$ cat src/rtl/q56_pkg.sv
// q56_pkg: shared Q5.6 operand-format definitions for the neuron datapath.
// Holds the Q5.6 width/limit constants, the q56_t type and a saturating
// narrowing helper that also reports whether clipping occurred.
package q56_pkg;

  localparam int Q56_W    = 12;
  localparam int Q56_FRAC = 6;

  typedef logic signed [Q56_W-1:0] q56_t;

  localparam q56_t Q56_MAX = 12'sh7FF;
  localparam q56_t Q56_MIN = 12'sh800;

  // Saturated value plus the flag telling whether clipping happened.
  typedef struct packed {
    logic ovf;
    q56_t val;
  } q56_sat_t;

  // Clip any sign-extended value into the Q5.6 range.
  function automatic q56_sat_t q56_sat(input logic signed [63:0] v);
    q56_sat_t r;
    if (v > 64'sd2047) begin
      r.ovf = 1'b1;
      r.val = Q56_MAX;
    end else if (v < -64'sd2048) begin
      r.ovf = 1'b1;
      r.val = Q56_MIN;
    end else begin
      r.ovf = 1'b0;
      r.val = q56_t'(v[Q56_W-1:0]);
    end
    return r;
  endfunction

endpackage

$ cat src/rtl/q56_requantizer_if.sv
// q56_requantizer_if: sample stream in, Q5.6 stream out, saturation counter.
// Handshake: a transfer happens on a rising clk edge where valid && ready are
// both high; a producer holds valid and data stable until that transfer, and
// ready may depend combinationally on the consumer's ready but never on valid.
interface q56_requantizer_if #(
  parameter int IN_W  = 26,
  parameter int OUT_W = 12,
  parameter int CNT_W = 16
);
  logic signed [IN_W-1:0]  in_data;
  logic                    in_valid;
  logic                    in_ready;
  logic signed [OUT_W-1:0] out_data;
  logic                    out_valid;
  logic                    out_ready;
  logic                    out_sat;
  logic [CNT_W-1:0]        sat_count;
  logic                    sat_clr;

  // The requantizer side.
  modport slave (
    input  in_data, in_valid, out_ready, sat_clr,
    output in_ready, out_data, out_valid, out_sat, sat_count
  );

  // The environment side: upstream producer plus downstream consumer.
  modport master (
    output in_data, in_valid, out_ready, sat_clr,
    input  in_ready, out_data, out_valid, out_sat, sat_count
  );
endinterface

$ cat src/rtl/q56_sat_cnt.sv
// q56_sat_cnt: saturating event counter with synchronous clear.
// Sticks at all-ones instead of wrapping; clear has priority over increment.
module q56_sat_cnt #(
  parameter int W = 16
) (
  input  logic         clk,
  input  logic         rst_n,
  input  logic         clr_i,
  input  logic         inc_i,
  output logic [W-1:0] count_o
);

  logic [W-1:0] count_q;

  // Count events, hold at the top value, clear wins over an increment.
  always_ff @(posedge clk or negedge rst_n) begin
    if (!rst_n) begin
      count_q <= '0;
    end else if (clr_i) begin
      count_q <= '0;
    end else if (inc_i && (count_q != {W{1'b1}})) begin
      count_q <= count_q + W'(1);
    end
  end

  assign count_o = count_q;

endmodule

$ cat src/rtl/q56_requantizer.sv
// q56_requantizer: narrows a wide signed fixed-point sum (default Q13.12)
// to Q5.6 through a two-stage valid/ready pipeline: stage 1 shifts (and
// optionally rounds), stage 2 saturates. Saturated outputs accepted
// downstream are counted.
// Build option: define ROUND_NEAREST_EN for round-half-up; otherwise the
// shift truncates toward -inf.
module q56_requantizer
  import q56_pkg::*;
#(
  parameter int IN_W     = 26,
  parameter int IN_FRAC  = 12,
  parameter int OUT_W    = 12,
  parameter int OUT_FRAC = 6,
  parameter int CNT_W    = 16
) (
  input  logic                clk,
  input  logic                rst_n,
  q56_requantizer_if.slave    bus
);

  localparam int SH  = IN_FRAC - OUT_FRAC;
  localparam int S1W = IN_W + 1 - SH;

  logic                    s1_valid_q;
  logic signed [S1W-1:0]   s1_data_q, s1_data_d;
  logic                    out_valid_q, out_sat_q, out_sat_d;
  logic signed [OUT_W-1:0] out_data_q, out_data_d;
  logic                    s1_load_w, s2_load_w;
  logic signed [IN_W:0]    ext_w, rnd_w;

  // A stage advances when it is empty or the stage after it advances.
  assign s2_load_w = !out_valid_q || bus.out_ready;
  assign s1_load_w = !s1_valid_q || s2_load_w;

  // One guard bit keeps the rounding add from overflowing.
  assign ext_w = {bus.in_data[IN_W-1], bus.in_data};

`ifdef ROUND_NEAREST_EN
  localparam logic [IN_W:0] RND_C =
    (SH > 0) ? ((IN_W+1)'(1) << ((SH > 0) ? (SH - 1) : 0)) : '0;
  assign rnd_w = ext_w + $signed(RND_C);
`else
  assign rnd_w = ext_w;
`endif

  assign s1_data_d = S1W'(rnd_w >>> SH);

  // Stage 1: capture the shifted value whenever the stage can advance.
  always_ff @(posedge clk or negedge rst_n) begin
    if (!rst_n) begin
      s1_valid_q <= 1'b0;
      s1_data_q  <= '0;
    end else if (s1_load_w) begin
      s1_valid_q <= bus.in_valid;
      s1_data_q  <= s1_data_d;
    end
  end

  // Saturation: the shared Q5.6 helper for the native width, a generic
  // range clip for any other output width.
  if (OUT_W == Q56_W) begin : g_q56
    q56_sat_t sat_r_w;
    assign sat_r_w    = q56_sat(64'(s1_data_q));
    assign out_data_d = sat_r_w.val;
    assign out_sat_d  = sat_r_w.ovf;
  end else begin : g_generic
    localparam logic signed [S1W-1:0] SAT_HI = S1W'((2 ** (OUT_W - 1)) - 1);
    localparam logic signed [S1W-1:0] SAT_LO = S1W'(-(2 ** (OUT_W - 1)));
    // Clip the stage-1 value into the output range.
    always_comb begin
      out_data_d = s1_data_q[OUT_W-1:0];
      out_sat_d  = 1'b0;
      if (s1_data_q > SAT_HI) begin
        out_data_d = {1'b0, {(OUT_W-1){1'b1}}};
        out_sat_d  = 1'b1;
      end else if (s1_data_q < SAT_LO) begin
        out_data_d = {1'b1, {(OUT_W-1){1'b0}}};
        out_sat_d  = 1'b1;
      end
    end
  end

  // Stage 2: register the saturated result; hold it while stalled.
  always_ff @(posedge clk or negedge rst_n) begin
    if (!rst_n) begin
      out_valid_q <= 1'b0;
      out_data_q  <= '0;
      out_sat_q   <= 1'b0;
    end else if (s2_load_w) begin
      out_valid_q <= s1_valid_q;
      out_data_q  <= out_data_d;
      out_sat_q   <= out_sat_d;
    end
  end

  q56_sat_cnt #(.W(CNT_W)) u_sat_cnt (
    .clk     (clk),
    .rst_n   (rst_n),
    .clr_i   (bus.sat_clr),
    .inc_i   (out_valid_q && bus.out_ready && out_sat_q),
    .count_o (bus.sat_count)
  );

  assign bus.in_ready  = s1_load_w;
  assign bus.out_valid = out_valid_q;
  assign bus.out_data  = out_data_q;
  assign bus.out_sat   = out_sat_q;

endmodule
$ cat src/flat_wrapper.sv
// flat-port wrapper written by rule: the top's interface ports become plain ports
module q56_requantizer_flat import q56_pkg::*;
#(
  parameter int IN_W     = 26,
  parameter int IN_FRAC  = 12,
  parameter int OUT_W    = 12,
  parameter int OUT_FRAC = 6,
  parameter int CNT_W    = 16
)
  (clk, rst_n, bus_in_data, bus_in_valid, bus_out_ready, bus_sat_clr, bus_in_ready, bus_out_data, bus_out_valid, bus_out_sat, bus_sat_count);
  q56_requantizer_if #(.IN_W(IN_W), .OUT_W(OUT_W), .CNT_W(CNT_W)) bus_i ();
  input  logic clk;
  input  logic rst_n;
  input wire logic [$bits(bus_i.in_data)-1:0] bus_in_data;
  input wire logic [$bits(bus_i.in_valid)-1:0] bus_in_valid;
  input wire logic [$bits(bus_i.out_ready)-1:0] bus_out_ready;
  input wire logic [$bits(bus_i.sat_clr)-1:0] bus_sat_clr;
  output wire logic [$bits(bus_i.in_ready)-1:0] bus_in_ready;
  output wire logic [$bits(bus_i.out_data)-1:0] bus_out_data;
  output wire logic [$bits(bus_i.out_valid)-1:0] bus_out_valid;
  output wire logic [$bits(bus_i.out_sat)-1:0] bus_out_sat;
  output wire logic [$bits(bus_i.sat_count)-1:0] bus_sat_count;
  assign bus_i.in_data = bus_in_data;
  assign bus_i.in_valid = bus_in_valid;
  assign bus_i.out_ready = bus_out_ready;
  assign bus_i.sat_clr = bus_sat_clr;
  assign bus_in_ready = bus_i.in_ready;
  assign bus_out_data = bus_i.out_data;
  assign bus_out_valid = bus_i.out_valid;
  assign bus_out_sat = bus_i.out_sat;
  assign bus_sat_count = bus_i.sat_count;
  q56_requantizer #(.IN_W(IN_W), .IN_FRAC(IN_FRAC), .OUT_W(OUT_W), .OUT_FRAC(OUT_FRAC), .CNT_W(CNT_W)) u_core (.clk(clk), .rst_n(rst_n), .bus(bus_i));
endmodule
$ cat config.mk
export PLATFORM = sky130hd
export DESIGN_NAME = q56_requantizer_flat
export DESIGN_NICKNAME = d
export VERILOG_FILES = /design/src/rtl/q56_pkg.sv /design/src/rtl/q56_requantizer_if.sv /design/src/rtl/q56_sat_cnt.sv /design/src/rtl/q56_requantizer.sv /design/src/flat_wrapper.sv
export SDC_FILE = /design/constraint.sdc
export NUM_CORES = 1
export LEC_CHECK = 0
export ABC_AREA = 1
export CORE_ASPECT_RATIO = 0.8
export CORE_MARGIN = 10
export CORE_UTILIZATION = 25
export CTS_CLUSTER_DIAMETER = 60
export CTS_CLUSTER_SIZE = 30
export DETAILED_ROUTE_END_ITERATION = 16
export PLACE_DENSITY = 0.56
export SLEW_MARGIN = 40
export SYNTH_ARGS = -nofsm -noshare
export SYNTH_HDL_FRONTEND = slang
export SYNTH_HIERARCHICAL = 1
export SYNTH_SLANG_ARGS = --single-unit
$ cat constraint.sdc
create_clock -name clk -period 1.9 [get_ports clk]
set_input_delay 0.38 -clock clk [delete_from_list [all_inputs] [get_ports clk]]
set_output_delay 0.38 -clock clk [all_outputs]
set_load 0.03 [all_outputs]
==> metrics.md, run 1 <==
| Metric | Value |
|---|---|
| Status | `finished, final reports clean` |
| Area contributors post-synth | `dfrtp_1, nand2_1, nand3_1` |
| Die height | `110 um` |
| Mux contribution to synthesized area | `0` |
| Critical path endpoint category | `output pin` |
| # diodes | `0` |
| Worst path max stage delay | `710 ps` |
| Vias in the first global route | `2139` |
| Syn avg cell area | `7.81 um^2` |
| Clock Sinks | `51` |
| TritonCTS clock tree | `yes` |
| Mapped Area | `2520 um^2` |
| Initial antenna violation count | `0` |
| Ys async rst share | `1.00` |
| Num CTS Buffers | `5` |
| Hold Vio Cnt, Final | `0` |
| Iter 0 DRT Violations | `107` |
| Die Span X | `132 um` |
| Worst-path cell with the longest stage delay | `clkdlybuf4s50_1` |
| GP Congestion | `0.794` |
| ANT nets after route | `0` |
| Relative slew slack | `0.636` |
| Synth Instances | `322` |
| Hold Crit Class | `primary input to asynchronous set/reset pin` |
| Adder-cell share of the synthesized area | `0.00497` |
| GRT Total Usage | `0.0903` |
| CP Buf/Inv Count | `1` |
| Post-route insts no fill | `520` |
| Leak | `1.65 nW` |
| Row cnt | `32` |
| Setup TNS | `0 ps` |
| MaxCap Viol Count | `0` |
| WP data arrival | `1450 ps` |
| PortBufs | `55` |
| Setup crit start kind | `flip-flop` |
| Worst Max-Slew Pin Slew | `546 ps` |
| Final WL | `6370 um` |
| Main synth FF type | `dfrtp_1` |
| CTS Hold Buffers Added | `0` |
| Largest delay share family, worst path | `buffers and inverters` |
| DR WL/cell | `12.2 um` |
| Gr ovfl total | `0` |
| Htree depth | `2` |
| Clock root buffer | `clkbuf_16` |
| Yosys top cell area share | `0.507` |
| Compound-gate portion of the synthesized area | `0.0552` |
| WP data required | `1520 ps` |
| Synthesis-stage register bit count | `51` |
| Worst-path clk slew | `70 ps` |
| Distinct cells, synth | `29` |
| Largest family of logic cells by synthesized area | `simple AND/OR/NAND/NOR gates` |
| Final Cycle Share | `0.963` |
| Post-layout util | `0.352` |
| Crit Path Max Fanout | `6` |
| Most frequent cell after synthesis | `nand2_1` |
| Postcts setup bufs | `0` |
| Vias | `2180` |
| Global-route wire length before repair | `10700 um` |
| Number of enable flip-flop cells after synthesis | `0` |
| Post-synthesis xor/xnor area fraction | `0.0174` |
| Synthesis Warnings | `6` |
| Global Route met2 Usage | `0.139` |
| Placed Cells | `512` |
| Layout area overhead | `36.1%` |
| Layout cells sized above 1 | `0.0938` |
| Starting Density | `0.259` |
| Crit path cell chain | `clkdlybuf4s50_1` |
| Core Box Area | `9730 um^2` |
| Largest net degree at the start of global routing | `36` |
| 1st-pass router iterations | `4` |
| Tmin final | `1830 ps` |
| Met1 Usage GRT | `0.119` |
| Nets | `415` |
| Clock Path Buffers | `2` |
| Drt via density | `4.19` |
| Hold Worst Slack | `38.4 ps` |
| Fin. max-slew vios | `0` |
| Die Area | `14500 um^2` |
| Met3 Track Usage GR | `0.0337` |
| RSZ-0062 raised after global routing | `no` |
| GRT busiest layer | `met2` |
| Critical path class | `flip-flop to output pin` |
| DRC Markers | `0` |
| # IOs | `62` |
| Final Skew | `6.38 ps` |
| Clock Latency Late Sink | `290 ps` |
| Seq/Total Area, Yosys | `0.507` |
| HPWL after DPL | `4850 um` |
| Most common library cells after synthesis | `nand2_1, dfrtp_1, inv_1` |
| Yosys top cell by area | `dfrtp_1` |
| Post-Synth Simple-Gate Area | `0.342` |
| Max Clk Rate | `547 MHz` |
| VDD IR-drop max | `0.348 mV` |
| Finish-stage setup viols | `0` |
| Syn_nets | `354` |
| Pwr/cell area | `826 nW/um^2` |
## through the flow
| step | worst slack (ps) | power [mW] | cell area (um^2) |
|---|---|---|---|
| after floorplan | 201 | 1.57 | 2520 |
| after global placement | 129 | 1.83 | 3250 |
| after detailed placement | 122 | 1.83 | 3250 |
| after CTS | 5.47 | 2.88 | 3420 |
| after global routing | 20.4 | 2.99 | 3420 |
| final | 70.9 | 2.83 | 3420 |
## metal layers
metal  vias to the layer above  wire [um]  part of all wire
met5                         -          0                 0
met4                         0         43            0.0068
met3                         4        431             0.068
met2                        39       2770              0.44
met1                      1011       3120              0.49
li1                       1126          -                 -
## cell usage in the layout (no fill, tap or decap), types with 2 or more instances in the layout
| cell | synthesis | layout |
|---|---|---|
| buf_12 | 1 | 2 |
| buf_4 | 1 | 9 |
| clkbuf_16 | 0 | 5 |
| clkdlybuf4s50_1 | 0 | 52 |
| dfrtp_1 | 51 | 51 |
| inv_1 | 25 | 25 |
| inv_2 | 2 | 2 |
| nand2_1 | 142 | 142 |
| nand2_2 | 3 | 3 |
| nand2_4 | 2 | 2 |
| nand3_1 | 20 | 20 |
| nand4_1 | 9 | 9 |
| nor2_1 | 21 | 21 |
| nor2_4 | 3 | 3 |
| o21ai_0 | 5 | 5 |
| o21ai_1 | 12 | 12 |
| o21bai_1 | 2 | 2 |
| or2_2 | 2 | 2 |
| xnor2_1 | 2 | 2 |
| xor2_1 | 3 | 3 |
## worst register-to-register path, cell delays in order (launching register included)
cell and delay (ps):
dfrtp_1 420, ha_1 210, nand2_2 90, nor2_4 190
nand2_4 90, o21ai_4 180, nand2_4 80, inv_4 150
nand2_1 70, nand2_1 60
## cell type report
| cell class | count | area, um^2 |
|---|---|---|
| Timing Repair Buffer | 65 | 646 |
| Fill cell | 1059 | 6300 |
| Clock inverter | 3 | 43.8 |
| Sequential cell | 51 | 1280 |
| Tap cell | 136 | 170 |
| Clock buffer | 5 | 125 |
| Multi-Input combinational cell | 232 | 1060 |
| Inverter | 28 | 108 |
## kinds of logic (layout without fill, tap and decap cells)
kind of cell | after synthesis | after routing
and+or+nand+nor | 203 | 203
AOI/OAI and AO/OA | 23 | 23
xor gates and xnor gates | 5 | 5
DFF | 51 | 51
buffers and inverters | 39 | 101
adders and majority gates | 1 | 1
## registers in the layout (all words and copies together), names as in the netlist
register	count
u_core/s1_data_q	20
u_core/u_sat_cnt/count_o	16
u_core/bus.out_data	12
u_core/bus.out_sat	1
u_core/bus.out_valid	1
u_core/s1_valid_q	1
## worst paths after layout
check                                                         from                                       to  slack [ps]  depth (start not counted)
setup / recovery           u_core/u_sat_cnt/count_o[6]$_DFFE_PN0P_                         bus_sat_count[6]          70                          1
hold / removal                                               rst_n  u_core/u_sat_cnt/count_o[7]$_DFFE_PN0P_          40                          1
setup reg to reg           u_core/u_sat_cnt/count_o[1]$_DFFE_PN0P_  u_core/u_sat_cnt/count_o[1]$_DFFE_PN0P_         290                          9
hold reg to reg                 u_core/bus.out_data[5]$_DFFE_PN0P_       u_core/bus.out_data[5]$_DFFE_PN0P_         480                          2
max in group asynchronous                                    rst_n         u_core/bus.out_valid$_DFFE_PN0P_        1320                          2
min in group clk                u_core/bus.out_data[5]$_DFFE_PN0P_       u_core/bus.out_data[5]$_DFFE_PN0P_         480                          2
## timing repair
| item | in CTS | in global routing |
|---|---|---|
| endpoints found under the hold margin | 0 | 0 |
| endpoints found under the setup margin | 0 | 1 |
| gates resized for setup | 0 | 1 |
## where the power goes
group          internal [mW]  switching, mW
Sequential              1.18         0.0626
Combinational          0.229          0.330
Clock                  0.622          0.403
Note: power is estimated with default switching activity, not from simulation.
==> run 2, diff against run 1 <==
ABC_AREA = not set   (was 1)
==> run 2 against run 1 <==
Effect of this change: via count is 11% lower; worst hold slack gained 37 ps; core utilization increased by 2.0 points; fmax fell by 1.6%; sequential cell count unchanged; critical path depth increased by 4; clock-buffer cell count rose by 1; sequential share of layout area is 1.3 points lower; clock skew decreased by 1.0 ps; final cell count fell by 21%; largest cell class unchanged.
==> metrics.md, run 2 <==
| Metric | Value |
|---|---|
| Status | `finished, final reports clean (unchanged)` |
| HPWL after DPL | `4710 um (was 4850 um)` |
| DRC Markers | `0 (unchanged)` |
| Largest Register | `u_core/s1_data_q (unchanged)` |
| Largest family of logic cells by synthesized area | `simple AND/OR/NAND/NOR gates (unchanged)` |
| Pwr/cell area | `778 nW/um^2 (was 826 nW/um^2)` |
| TritonCTS clock tree | `yes (unchanged)` |
| Max FFs per register | `20 (unchanged)` |
| Synth Instances | `209 (was 322)` |
| Drt via density | `4.68 (was 4.19)` |
| Most frequent cells in the layout | `clkdlybuf4s50_1, dfrtp_1, buf_4 (was nand2_1, clkdlybuf4s50_1, dfrtp_1)` |
| Gr ovfl total | `0 (unchanged)` |
| Tmin final | `1860 ps (was 1830 ps)` |
| Worst-path clk slew | `70 ps (about the same)` |
| Final WL | `6490 um (was 6370 um)` |
| Core Box Area | `9570 um^2 (was 9730 um^2)` |
| Vias | `1931 (was 2180)` |
| RSZ-0062 raised after global routing | `yes (was no)` |
| Compound-gate portion of the synthesized area | `0.111 (was 0.0552)` |
| MaxCap Viol Count | `0 (unchanged)` |
| Die height | `108 um (was 110 um)` |
| Synthesis-stage register bit count | `51 (unchanged)` |
| Hold Crit Class | `primary input to asynchronous set/reset pin (unchanged)` |
| Mapped Area | `2430 um^2 (was 2520 um^2)` |
| Placed Cells | `397 (was 512)` |
| Syn_nets | `241 (was 354)` |
| Ys async rst share | `1.00 (unchanged)` |
| Nets | `325 (was 415)` |
| Clock Path Buffers | `2 (unchanged)` |
| Relative slew slack | `0.689 (was 0.636)` |
| Htree depth | `2 (unchanged)` |
| Setup crit start kind | `primary input (was flip-flop)` |
| # diodes | `0 (unchanged)` |
| Leak | `1.59 nW (was 1.65 nW)` |
| Fin. max-slew vios | `0 (unchanged)` |
| PortBufs | `55 (unchanged)` |
| GRT busiest layer | `met2 (unchanged)` |
| ANT nets after route | `0 (unchanged)` |
| Main synth FF type | `dfrtp_1 (unchanged)` |
| Starting Density | `0.254 (was 0.259)` |
| Mux contribution to synthesized area | `0.139 (was 0)` |
| Syn avg cell area | `11.6 um^2 (was 7.81 um^2)` |
| Initial antenna violation count | `0 (unchanged)` |
| Largest net degree at the start of global routing | `52 (was 36)` |
| Die Span X | `130 um (was 132 um)` |
| Finish-stage setup viols | `0 (unchanged)` |
| Hold Vio Cnt, Final | `0 (unchanged)` |
| Final Skew | `5.37 ps (was 6.38 ps)` |
| Clock Latency Late Sink | `280 ps (was 290 ps)` |
| VDD IR-drop max | `0.315 mV (was 0.348 mV)` |
| Final Cycle Share | `0.979 (was 0.963)` |
| Adder-cell share of the synthesized area | `0.00515 (was 0.00497)` |
| Post-layout util | `0.372 (was 0.352)` |
| WP data required | `1520 ps (about the same)` |
| Number of enable flip-flop cells after synthesis | `0 (unchanged)` |
| Row cnt | `32 (unchanged)` |
| WP data arrival | `1480 ps (was 1450 ps)` |
| Layout cells sized above 1 | `0.279 (was 0.0938)` |
| Distinct cells, synth | `38 (was 29)` |
| Area contributors post-synth | `dfrtp_1, mux2_4, nor2_1 (was dfrtp_1, nand2_1, nand3_1)` |
| Vias in the first global route | `1997 (was 2139)` |
| Global Route met2 Usage | `0.139 (about the same)` |
| Pre-CTS WS | `-247 ps (was 122 ps)` |
| GP Congestion | `0.744 (was 0.794)` |
| Layout area overhead | `46.6% (was 36.1%)` |
| Yosys top cell by area | `dfrtp_1 (unchanged)` |
| Design area | `3560 um^2 (was 3420 um^2)` |
| Clock Sinks | `51 (unchanged)` |
| Synthesis Warnings | `6 (unchanged)` |
| Post-DP Area | `3280 um^2 (was 3250 um^2)` |
| Crit Path Max Fanout | `7 (was 6)` |
| Most frequent cell after synthesis | `dfrtp_1 (was nand2_1)` |
| Post-Synth Simple-Gate Area | `0.187 (was 0.342)` |
| # IOs | `62 (unchanged)` |
| Critical path endpoint category | `output pin (unchanged)` |
| Critical path class | `primary input to output pin (was flip-flop to output pin)` |
| Seq/Total Area, Yosys | `0.526 (was 0.507)` |
| Clock root buffer | `clkbuf_16 (unchanged)` |
| Post-synthesis xor/xnor area fraction | `0 (was 0.0174)` |
| Most common library cells after synthesis | `dfrtp_1, nor2_1, mux2_4 (was nand2_1, dfrtp_1, inv_1)` |
| DR WL/cell | `15.7 um (was 12.2 um)` |
| Met3 Track Usage GR | `0.0240 (was 0.0337)` |
| Max Clk Rate | `538 MHz (was 547 MHz)` |
| Num CTS Buffers | `5 (unchanged)` |
| 1st-pass router iterations | `4 (unchanged)` |
| GRT Total Usage | `0.0934 (was 0.0903)` |
| Met1 Usage GRT | `0.130 (was 0.119)` |
| Yosys top cell area share | `0.526 (was 0.507)` |
| Post-route insts no fill | `413 (was 520)` |
| Worst Max-Slew Pin Slew | `465 ps (was 546 ps)` |
| Global-route wire length before repair | `10500 um (was 10700 um)` |
| Iter 0 DRT Violations | `167 (was 107)` |
| Die Area | `14100 um^2 (was 14500 um^2)` |
| Setup ws final | `40.3 ps (was 70.9 ps)` |
## run 2: what timing repair did
action,4_1_cts,5_1_grt
endpoints found under the hold margin,0,0
resized for setup,2,13
gates cloned,0,1
endpoints found under the setup margin,1,15
pin swaps,1,4
hold buffers,0,0
setup buffers,0,8
## run 2: path summary, 6_finish.rpt
check                                                              from                                  endpoint  cells after the start  slack (ps)
worst min-delay path                                              rst_n   u_core/u_sat_cnt/count_o[8]$_DFFE_PN0P_                      2          80
min in group clk                    u_core/bus.out_data[11]$_DFFE_PN0P_       u_core/bus.out_data[11]$_DFFE_PN0P_                      2         480
worst max register to register  u_core/u_sat_cnt/count_o[1]$_DFFE_PN0P_  u_core/u_sat_cnt/count_o[13]$_DFFE_PN0P_                      5          40
worst max-delay path                                      bus_out_ready                              bus_in_ready                      5          40
max in group asynchronous                                         rst_n   u_core/u_sat_cnt/count_o[0]$_DFFE_PN0P_                      2        1580
worst min register to register      u_core/bus.out_data[11]$_DFFE_PN0P_       u_core/bus.out_data[11]$_DFFE_PN0P_                      2         480
## run 2: power breakdown
| part | internal [mW] | switching (mW) | leakage (nW) |
|---|---|---|---|
| clock | 0.527 | 0.400 | 0.0731 |
| combinational | 0.299 | 0.296 | 0.890 |
| sequential | 1.18 | 0.0664 | 0.627 |
| total | 2.01 | 0.762 | 1.59 |
## run 2: routing by layer
metal / vias to the layer above / routed length [um] / share of wire
met5: - / 0 / 0
li1: 960 / - / -
met2: 37 / 2900 / 0.45
met4: 0 / 68 / 0.010
met3: 7 / 281 / 0.043
met1: 927 / 3240 / 0.50
## run 2: layout make-up
type                    instances  area, um^2
clock buffers                   6         139
repair buffers                 87         835
well taps                     119         149
flip-flops and latches         51        1280
inverters                       3        11.3
multi-input cells             145        1130
fillers                       934        6010
clock inverters                 2        16.3
## run 2: worst max-delay path, cell delays in order
cell and delay, ps:
clkdlybuf4s50_1 480, buf_4 110, and2b_2 230, nand2_4 120, buf_6 150
## run 2: cells by family after synthesis
family,count (synthesis)
flops,51
mux,24
compound gates,39
simple gates,80
buf+inv,14
fa+ha+maj,1
## run 2: through the flow
stage	setup TNS, ps	hold WS, ps	total power, mW
finish	0	75.4	2.77
global route	-121	98.6	2.92
CTS	0	88.9	2.80
detailed placement	-4230	398	1.85
global placement	-3320	393	1.84
floorplan	0	84.4	1.57
